===== config.mk =====
export PLATFORM = sky130hd
export DESIGN_NAME = cp0_regfile
export DESIGN_NICKNAME = d
export VERILOG_FILES = /design/src/rtl/cp0_pkg.sv /design/src/rtl/cp0_timer.sv /design/src/rtl/cp0_regfile.sv
export SDC_FILE = /design/constraint.sdc
export NUM_CORES = 1
export LEC_CHECK = 0
export CAP_MARGIN = 25
export CORE_AREA = 2 2 96 98
export DETAILED_ROUTE_END_ITERATION = 10
export DIE_AREA = 0 0 98 100
export DONT_BUFFER_PORTS = 1
export GPL_TIMING_DRIVEN = 0
export SKIP_CTS_REPAIR_TIMING = 1
export SLEW_MARGIN = 5
export SYNTH_ARGS = -nofsm -noshare
export SYNTH_HDL_FRONTEND = slang
export SYNTH_SLANG_ARGS = --single-unit

===== constraint.sdc =====
create_clock -name clk -period 2.8 [get_ports clk]
set_clock_uncertainty 0.2 [all_clocks]
set_input_delay 0.7 -clock clk [delete_from_list [all_inputs] [get_ports clk]]
set_output_delay 0.7 -clock clk [all_outputs]
set_load 0.02 [all_outputs]

===== src/rtl/cp0_pkg.sv =====
// Shared constants and types for the coprocessor-0 register file: register numbers,
// exception codes, Status/Cause bit positions and MTC0 write masks.
package cp0_pkg;

  localparam logic [4:0] REG_COUNT   = 5'd9;
  localparam logic [4:0] REG_COMPARE = 5'd11;
  localparam logic [4:0] REG_STATUS  = 5'd12;
  localparam logic [4:0] REG_CAUSE   = 5'd13;
  localparam logic [4:0] REG_EPC     = 5'd14;
  localparam logic [4:0] REG_EBASE   = 5'd15;

  localparam logic [4:0] EXC_INT = 5'b00000;
  localparam logic [4:0] EXC_SYS = 5'b01000;

  localparam int STATUS_IE  = 0;
  localparam int STATUS_EXL = 1;
  localparam int CAUSE_BD   = 31;
  localparam int CAUSE_TI   = 30;
  localparam int IP_HI      = 15;
  localparam int IP_HW_LO   = 10;
  localparam int IP_SW_HI   = 9;
  localparam int IP_LO      = 8;
  localparam int IM_HI      = 15;
  localparam int IM_LO      = 8;
  localparam int EXC_HI     = 6;
  localparam int EXC_LO     = 2;

  localparam logic [31:0] STATUS_WMASK = 32'h0000_FF03;
  localparam logic [31:0] EBASE_WMASK  = 32'h3FFF_F000;

  typedef struct packed {
    logic syscall;
    logic eret;
    logic delay;
  } exc_type_t;

  function automatic logic [31:0] maskedWrite(input logic [31:0] oldVal,
                                              input logic [31:0] newVal,
                                              input logic [31:0] mask);
    return (oldVal & ~mask) | (newVal & mask);
  endfunction

endpackage


===== src/rtl/cp0_timer.sv =====
// Count/Compare timer for CP0: prescaled Count, Compare register and the timer
// interrupt flag TI. Only instantiated when CP0_TIMER_EN is defined.
module cp0_timer #(
  parameter int COUNT_DIV = 2
) (
  input  logic        clk,
  input  logic        rst_n,
  input  logic        i_countWe,
  input  logic        i_compareWe,
  input  logic        i_clrTi,
  input  logic [31:0] i_wdata,
  output logic [31:0] o_count,
  output logic [31:0] o_compare,
  output logic        o_ti
);

  localparam int PW = (COUNT_DIV > 1) ? $clog2(COUNT_DIV) : 1;

  logic [PW-1:0] r_pre;
  logic [31:0]   r_count;
  logic [31:0]   r_compare;
  logic          r_ti;
  logic          w_wrap;
  logic [31:0]   w_countInc;

  assign w_wrap     = (r_pre == PW'(COUNT_DIV - 1));
  assign w_countInc = r_count + 32'd1;

  // A software write to Count replaces the increment and restarts the prescaler;
  // the match always compares against the Compare value held before this edge.
  always_ff @(posedge clk or negedge rst_n) begin
    if (!rst_n) begin
      r_pre     <= '0;
      r_count   <= '0;
      r_compare <= '0;
      r_ti      <= 1'b0;
    end else begin
      if (i_countWe) begin
        r_count <= i_wdata;
        r_pre   <= '0;
      end else begin
        r_pre <= w_wrap ? '0 : r_pre + 1'b1;
        if (w_wrap) r_count <= w_countInc;
      end
      if (i_compareWe) r_compare <= i_wdata;
      if (i_clrTi)
        r_ti <= 1'b0;
      else if (!i_countWe && w_wrap && (w_countInc == r_compare))
        r_ti <= 1'b1;
    end
  end

  assign o_count   = r_count;
  assign o_compare = r_compare;
  assign o_ti      = r_ti;

endmodule


===== src/rtl/cp0_regfile.sv =====
// Coprocessor-0 register file: exception commit, MTC0/MFC0 access and interrupt request.
// Optional Count/Compare timer is compiled in with the macro CP0_TIMER_EN.
module cp0_regfile
  import cp0_pkg::*;
#(
  parameter logic [31:0] EBASE_RESET = 32'h8000_1000,
  parameter int          COUNT_DIV   = 2
) (
  input  logic        clk,
  input  logic        rst,
  input  logic        CP0WE,
  input  logic [2:0]  ExcepType,
  input  logic [31:0] ExcPC,
  input  logic        MtcWE,
  input  logic [4:0]  MtcAddr,
  input  logic [31:0] MtcData,
  input  logic [4:0]  MfcAddr,
  input  logic [5:0]  HwInt,
  output logic [31:0] MfcData,
  output logic [31:0] CP0EBASE,
  output logic [31:0] CP0STATUS,
  output logic [31:0] CP0CAUSE,
  output logic [31:0] CP0EPC,
  output logic        IntReq
);

  exc_type_t   w_exc;
  logic        w_syscall;
  logic        w_eret;
  logic        w_mtcStatus;
  logic        w_mtcCause;
  logic        w_mtcEpc;
  logic        w_mtcEbase;
  logic [31:0] w_count;
  logic [31:0] w_compare;
  logic        w_ti;
  logic [5:0]  w_hwSample;
  logic [31:0] w_cause;

  logic [31:0] r_status;
  logic [31:0] r_epc;
  logic [31:0] r_ebase;
  logic        r_causeBd;
  logic [5:0]  r_causeHw;
  logic [1:0]  r_causeSw;
  logic [4:0]  r_excCode;

  assign w_exc     = exc_type_t'(ExcepType);
  assign w_syscall = CP0WE & w_exc.syscall;
  assign w_eret    = CP0WE & w_exc.eret & ~w_exc.syscall;

  // A commit owns every register it touches for that cycle, so MTC0 to those is dropped.
  assign w_mtcStatus = MtcWE && (MtcAddr == REG_STATUS) && !w_syscall && !w_eret;
  assign w_mtcCause  = MtcWE && (MtcAddr == REG_CAUSE) && !w_syscall;
  assign w_mtcEpc    = MtcWE && (MtcAddr == REG_EPC) && !w_syscall;
  assign w_mtcEbase  = MtcWE && (MtcAddr == REG_EBASE);

`ifdef CP0_TIMER_EN
  cp0_timer #(
    .COUNT_DIV (COUNT_DIV)
  ) u_timer (
    .clk         (clk),
    .rst_n       (rst),
    .i_countWe   (MtcWE && (MtcAddr == REG_COUNT)),
    .i_compareWe (MtcWE && (MtcAddr == REG_COMPARE)),
    .i_clrTi     (MtcWE && (MtcAddr == REG_COMPARE)),
    .i_wdata     (MtcData),
    .o_count     (w_count),
    .o_compare   (w_compare),
    .o_ti        (w_ti)
  );
  assign w_hwSample = {HwInt[5] | w_ti, HwInt[4:0]};
`else
  localparam int unusedCountDiv = COUNT_DIV;
  assign w_count    = '0;
  assign w_compare  = '0;
  assign w_ti       = 1'b0;
  assign w_hwSample = HwInt;
`endif

  always_ff @(posedge clk or negedge rst) begin
    if (!rst) begin
      r_status  <= '0;
      r_epc     <= '0;
      r_ebase   <= EBASE_RESET;
      r_causeBd <= 1'b0;
      r_causeHw <= '0;
      r_causeSw <= '0;
      r_excCode <= EXC_INT;
    end else begin
      r_causeHw <= w_hwSample;
      if (w_syscall) begin
        r_epc                <= ExcPC;
        r_causeBd            <= w_exc.delay;
        r_excCode            <= EXC_SYS;
        r_status[STATUS_EXL] <= 1'b1;
      end else if (w_eret) begin
        r_status[STATUS_EXL] <= 1'b0;
      end
      if (w_mtcStatus) r_status  <= maskedWrite(r_status, MtcData, STATUS_WMASK);
      if (w_mtcCause)  r_causeSw <= MtcData[IP_SW_HI:IP_LO];
      if (w_mtcEpc)    r_epc     <= MtcData;
      if (w_mtcEbase)  r_ebase   <= maskedWrite(r_ebase, MtcData, EBASE_WMASK);
    end
  end

  always_comb begin
    w_cause                    = '0;
    w_cause[CAUSE_BD]          = r_causeBd;
    w_cause[CAUSE_TI]          = w_ti;
    w_cause[IP_HI:IP_HW_LO]    = r_causeHw;
    w_cause[IP_SW_HI:IP_LO]    = r_causeSw;
    w_cause[EXC_HI:EXC_LO]     = r_excCode;
  end

  // MFC0 sees only registered state; a same-cycle MTC0 is not forwarded.
  always_comb begin
    MfcData = '0;
    case (MfcAddr)
      REG_COUNT:   MfcData = w_count;
      REG_COMPARE: MfcData = w_compare;
      REG_STATUS:  MfcData = r_status;
      REG_CAUSE:   MfcData = w_cause;
      REG_EPC:     MfcData = r_epc;
      REG_EBASE:   MfcData = r_ebase;
      default:     MfcData = '0;
    endcase
  end

  assign CP0EBASE  = r_ebase;
  assign CP0STATUS = r_status;
  assign CP0CAUSE  = w_cause;
  assign CP0EPC    = r_epc;
  assign IntReq    = r_status[STATUS_IE] & ~r_status[STATUS_EXL] &
                     (|(w_cause[IP_HI:IP_LO] & r_status[IM_HI:IM_LO]));

endmodule


==> qor_table.md <==
| Item | This run | Unit |
| --- | --- | --- |
| Result of the run | completed | - |
| Count of mapped cells out of synthesis | 414 | - |
| Die Area | 9800 | um2 |
| Post-detailed-routing wire length | 12600 | um |
| Simple-gate share of the synthesized area | 15.8 | % |
| Final-report hold violation count | 0 | - |
| Period utilization | 96.8 | % |
| DRC Markers | 0 | - |
| Clock tree root driver cell | sky130_fd_sc_hd__clkbuf_8 | - |
| Minimum setup slack among reg-to-reg paths | 1.61 | ns |
| Post-Syn Area per Cell | 9.72 | um2 |
| Cell types with the largest area share after synthesis | sky130_fd_sc_hd__dfrtp_1 43%, sky130_fd_sc_hd__buf_4 11%, sky130_fd_sc_hd__mux2_2 8.1% | - |
| Area growth, synth to finish | 15.8 | % |
| Clk sink count | 70 | - |
| Effective utilization at floorplan | 45.2 | % |
| Highest layer used for signal routing | met4 | - |
| CP required | 1.90 | ns |
| Clock transition at the registers of the reported paths | 0.08 | ns |
| M1 WL | 4970 | um |
| Critical path start-end classification | in -> out | - |
| Core region area | 8890 | um2 |
| Row count | 35 | - |
| Multi-input logic area | 1880 | um2 |
| H-tree depth | 3 | - |
| Hold Path Class | in -> async | - |
| Buffers from clock root to sink, at most | 2 | - |
| Pins Over Slew Limit | 0 | - |
| Horiz. Die Dim | 98 | um |
| Worst supply voltage drop on vdd | 0.000284 | V |
| Overall overflow remaining after global route | 0 | - |
| Dominant combinational cell family by area after synthesis | simple AND/OR/NAND/NOR gates | - |
| Worst EP arrival | 1.81 | ns |
| Share of the yosys chip area belonging to registers | 43.6 | % |
| Synth top area share | 42.9 | % |
| Setup repair after global routing missed its margin | false | - |
| Synthesized-area fraction occupied by xor and xnor cells | 0 | % |
| Share of layout cells above drive strength 1 | 27.1 | % |
| Average via count per standard cell | 5.50 | - |
| Number of detailed-routing iterations run before antenna repair | 5 | - |
| Primary FF master, synth | sky130_fd_sc_hd__dfrtp_1 | - |
| Crit start category | primary input | - |
| Synth async-reset ratio | 100 | % |
| Mux share of post-synthesis cell area | 9.86 | % |
| Post-layout minimum cycle time | 2.71 | ns |
| Netlist area before placement | 4020 | um2 |
| TritonCTS clock tree | yes | - |
| Maximum number of pins on one net before global-route repair | 71 | - |
| Routed wire per std cell | 21.0 | um |
| Arithmetic-cell share of the synthesized area counting full adders, half adders and majority gates | 0 | % |
| Reg2reg path depth | 2 | - |
| Initial antenna violation count | 0 | - |
| Overall track demand over capacity in global routing | 24.8 | % |
| Post-detailed-placement half-perimeter wirelength | 9180 | um |
| R2R Path End | CP0STATUS[1]$_DFFE_PN0P_ | - |
| Area taken by flip-flops and latches | 1750 | um2 |
| Post-Place Cell Area | 4370 | um2 |
| Fraction of the mapped netlist area in compound gates | 15.1 | % |
| Leakage dissipation | 2.16 | nW |
| Element type at the critical path end | primary output | - |
| Count of different cell masters after synthesis | 39 | - |
| Final-layout setup total negative slack | 0 | ns |
| Design area | 4660 | um2 |
| Maximum Capacitance Violations | 0 | - |
| Number of synthesized flops with an enable pin | 0 | - |
| Relative slew margins | 58.9 | % |
| Total met2 wirelength after detailed routing | 6070 | um |
| Final setup violation count | 0 | - |
| Warnings from Yosys | 0 | - |
| FMAX | 369 | MHz |
| Ratio of total power to cell area | 640 | nW/um2 |
| Ant diodes | 0 | - |
| Flip-flop and latch count after synthesis | 70 | - |
| Maximum fanout count along the critical path | 10 | - |
| Count of buffers inserted at the top-level ports | 0 | - |
| Routability congestion estimate | 0.809 | - |
| Vertical extent of the die | 100 | um |
| Number of buffers created by CTS | 9 | - |
| Reg-to-Reg Start | CP0STATUS[1]$_DFFE_PN0P_ | - |
| I/O pin count | 248 | - |
| Number of nets in the layout | 569 | - |
| Pin slew with the least headroom to its limit | 0.611 | ns |
| Vias post-DR | 3288 | - |
| Violation count after the first detailed-route iteration | 171 | - |
| Count of nets left with antenna violations after detail routing | 0 | - |
| Clock latency on the worst-skew pair | 0.35 | ns |
| Met3 wire len | 1380 | um |
| Filler cell count in the final layout | 850 | - |
| Via count of the first global-routing pass | 3161 | - |
| Wire length of the first global-routing pass | 18600 | um |
| Cell taking the most area after synthesis | sky130_fd_sc_hd__dfrtp_1 | - |
[cell type report]
type                       count  area share [%]
buffer                        91            13.3
multi-input combinational    308            40.3
timing repair buffer           1           0.591
inverter                       1          0.0806
clock buffer                   9            2.66
tap                          111            2.98
clock inverter                 7            2.42
sequential                    70            37.6
[cell usage after synthesis, types with 2 or more instances]
| cell type | count |
|---|---|
| sky130_fd_sc_hd__mux2_2 | 29 |
| sky130_fd_sc_hd__and3_1 | 6 |
| sky130_fd_sc_hd__buf_2 | 9 |
| sky130_fd_sc_hd__mux2i_1 | 7 |
| sky130_fd_sc_hd__nand4_1 | 7 |
| sky130_fd_sc_hd__a22oi_1 | 3 |
| sky130_fd_sc_hd__nor2_1 | 38 |
| sky130_fd_sc_hd__o21ai_0 | 34 |
| sky130_fd_sc_hd__nand2b_1 | 2 |
| sky130_fd_sc_hd__clkbuf_1 | 15 |
| sky130_fd_sc_hd__nor3_1 | 2 |
| sky130_fd_sc_hd__buf_4 | 61 |
| sky130_fd_sc_hd__a22o_1 | 16 |
| sky130_fd_sc_hd__nor2b_1 | 4 |
| sky130_fd_sc_hd__nand2_1 | 7 |
| sky130_fd_sc_hd__dfrtp_1 | 69 |
| sky130_fd_sc_hd__nand3_1 | 42 |
| sky130_fd_sc_hd__a31oi_1 | 32 |
| sky130_fd_sc_hd__a2bb2oi_1 | 4 |
| sky130_fd_sc_hd__buf_6 | 5 |
| sky130_fd_sc_hd__and2_1 | 3 |
| sky130_fd_sc_hd__conb_1 | 2 |
[placed cells by master (no fill, tap or decap), drive strengths merged, types with 2 or more instances in the layout]
| cell type | count |
|---|---|
| a31oi | 32 |
| nand3 | 43 |
| nor2 | 39 |
| nor3 | 2 |
| buf | 77 |
| mux2 | 29 |
| nor2b | 4 |
| a22oi | 3 |
| a22o | 16 |
| mux2i | 7 |
| nand4 | 7 |
| clkinv | 3 |
| clkbuf | 24 |
| o21ai | 34 |
| conb | 58 |
| and3 | 6 |
| nand2 | 7 |
| dfrtp | 69 |
| nand2b | 2 |
| bufinv | 3 |
| and2 | 4 |
| a2bb2oi | 4 |
[cell families (layout without fill, tap and decap cells)]
group           after synthesis  after routing
other cells                   2             58
mux                          36             36
flops                        70             70
simple gates                120            120
compound gates               94             94
buf+inv                      92            109
[stage by stage]
| step | instances | hold WS (ns) | worst slack [ns] | power [W] | utilization [%] |
|---|---|---|---|---|---|
| after floorplan | 470 | 0.204 | 0.257 | 0.00186 | - |
| after detailed placement | 581 | 0.207 | 0.0696 | 0.00198 | 49.2 |
| after global routing | 598 | 0.0330 | 0.0105 | 0.00310 | 52.4 |
| after CTS | 597 | -0.183 | 0.00997 | 0.00296 | 51.8 |
| after global placement | 581 | 0.207 | 0.0794 | 0.00196 | 49.2 |
| final | 598 | 0.0206 | 0.0905 | 0.00298 | 52.4 |
[sequential cells by signal (all words and copies together), names as in the netlist]
register   flops
CP0STATUS     10
r_causeHw      6
CP0EPC        32
r_causeBd      1
r_causeSw      2
CP0EBASE      18
r_excCode      1
[critical path: stages]
cell and delay (ns):
sky130_fd_sc_hd__and3b_1 0.22, sky130_fd_sc_hd__buf_6 0.15, sky130_fd_sc_hd__and2_1 0.12, sky130_fd_sc_hd__buf_2 0.17
sky130_fd_sc_hd__buf_6 0.17, sky130_fd_sc_hd__a22o_1 0.27
[power breakdown]
part / leakage [nW] / switching, W / total [W] / internal [W]
combinational: 1.21 / 0.000270 / 0.000479 / 0.000210
clock: 0.119 / 0.000407 / 0.000994 / 0.000587
sequential: 0.829 / 0.000348 / 0.00151 / 0.00116
total: 2.16 / 0.00102 / 0.00298 / 0.00195
[per-layer routing]
metal | vias up | GRT usage (%)
li1 | 1512 | -
met1 | 1581 | 31.8
met2 | 183 | 40.1
met3 | 12 | 7.94
met4 | 0 | 8.33
met5 | - | 0
[how the worst max path moves through the flow]
| stage | startpoint | to | slack [ns] |
|---|---|---|---|
| detailed placement | MfcAddr[3] | MfcData[1] | 0.07 |
| CTS | CP0STATUS[14]$_DFFE_PN0P_ | IntReq | 0.01 |
| global route | MfcAddr[4] | MfcData[28] | 0.01 |
| floorplan | MfcAddr[2] | MfcData[15] | 0.26 |
| global placement | MfcAddr[3] | MfcData[1] | 0.08 |
| finish | MfcAddr[4] | MfcData[28] | 0.09 |
(Power assumes the default switching activity.)
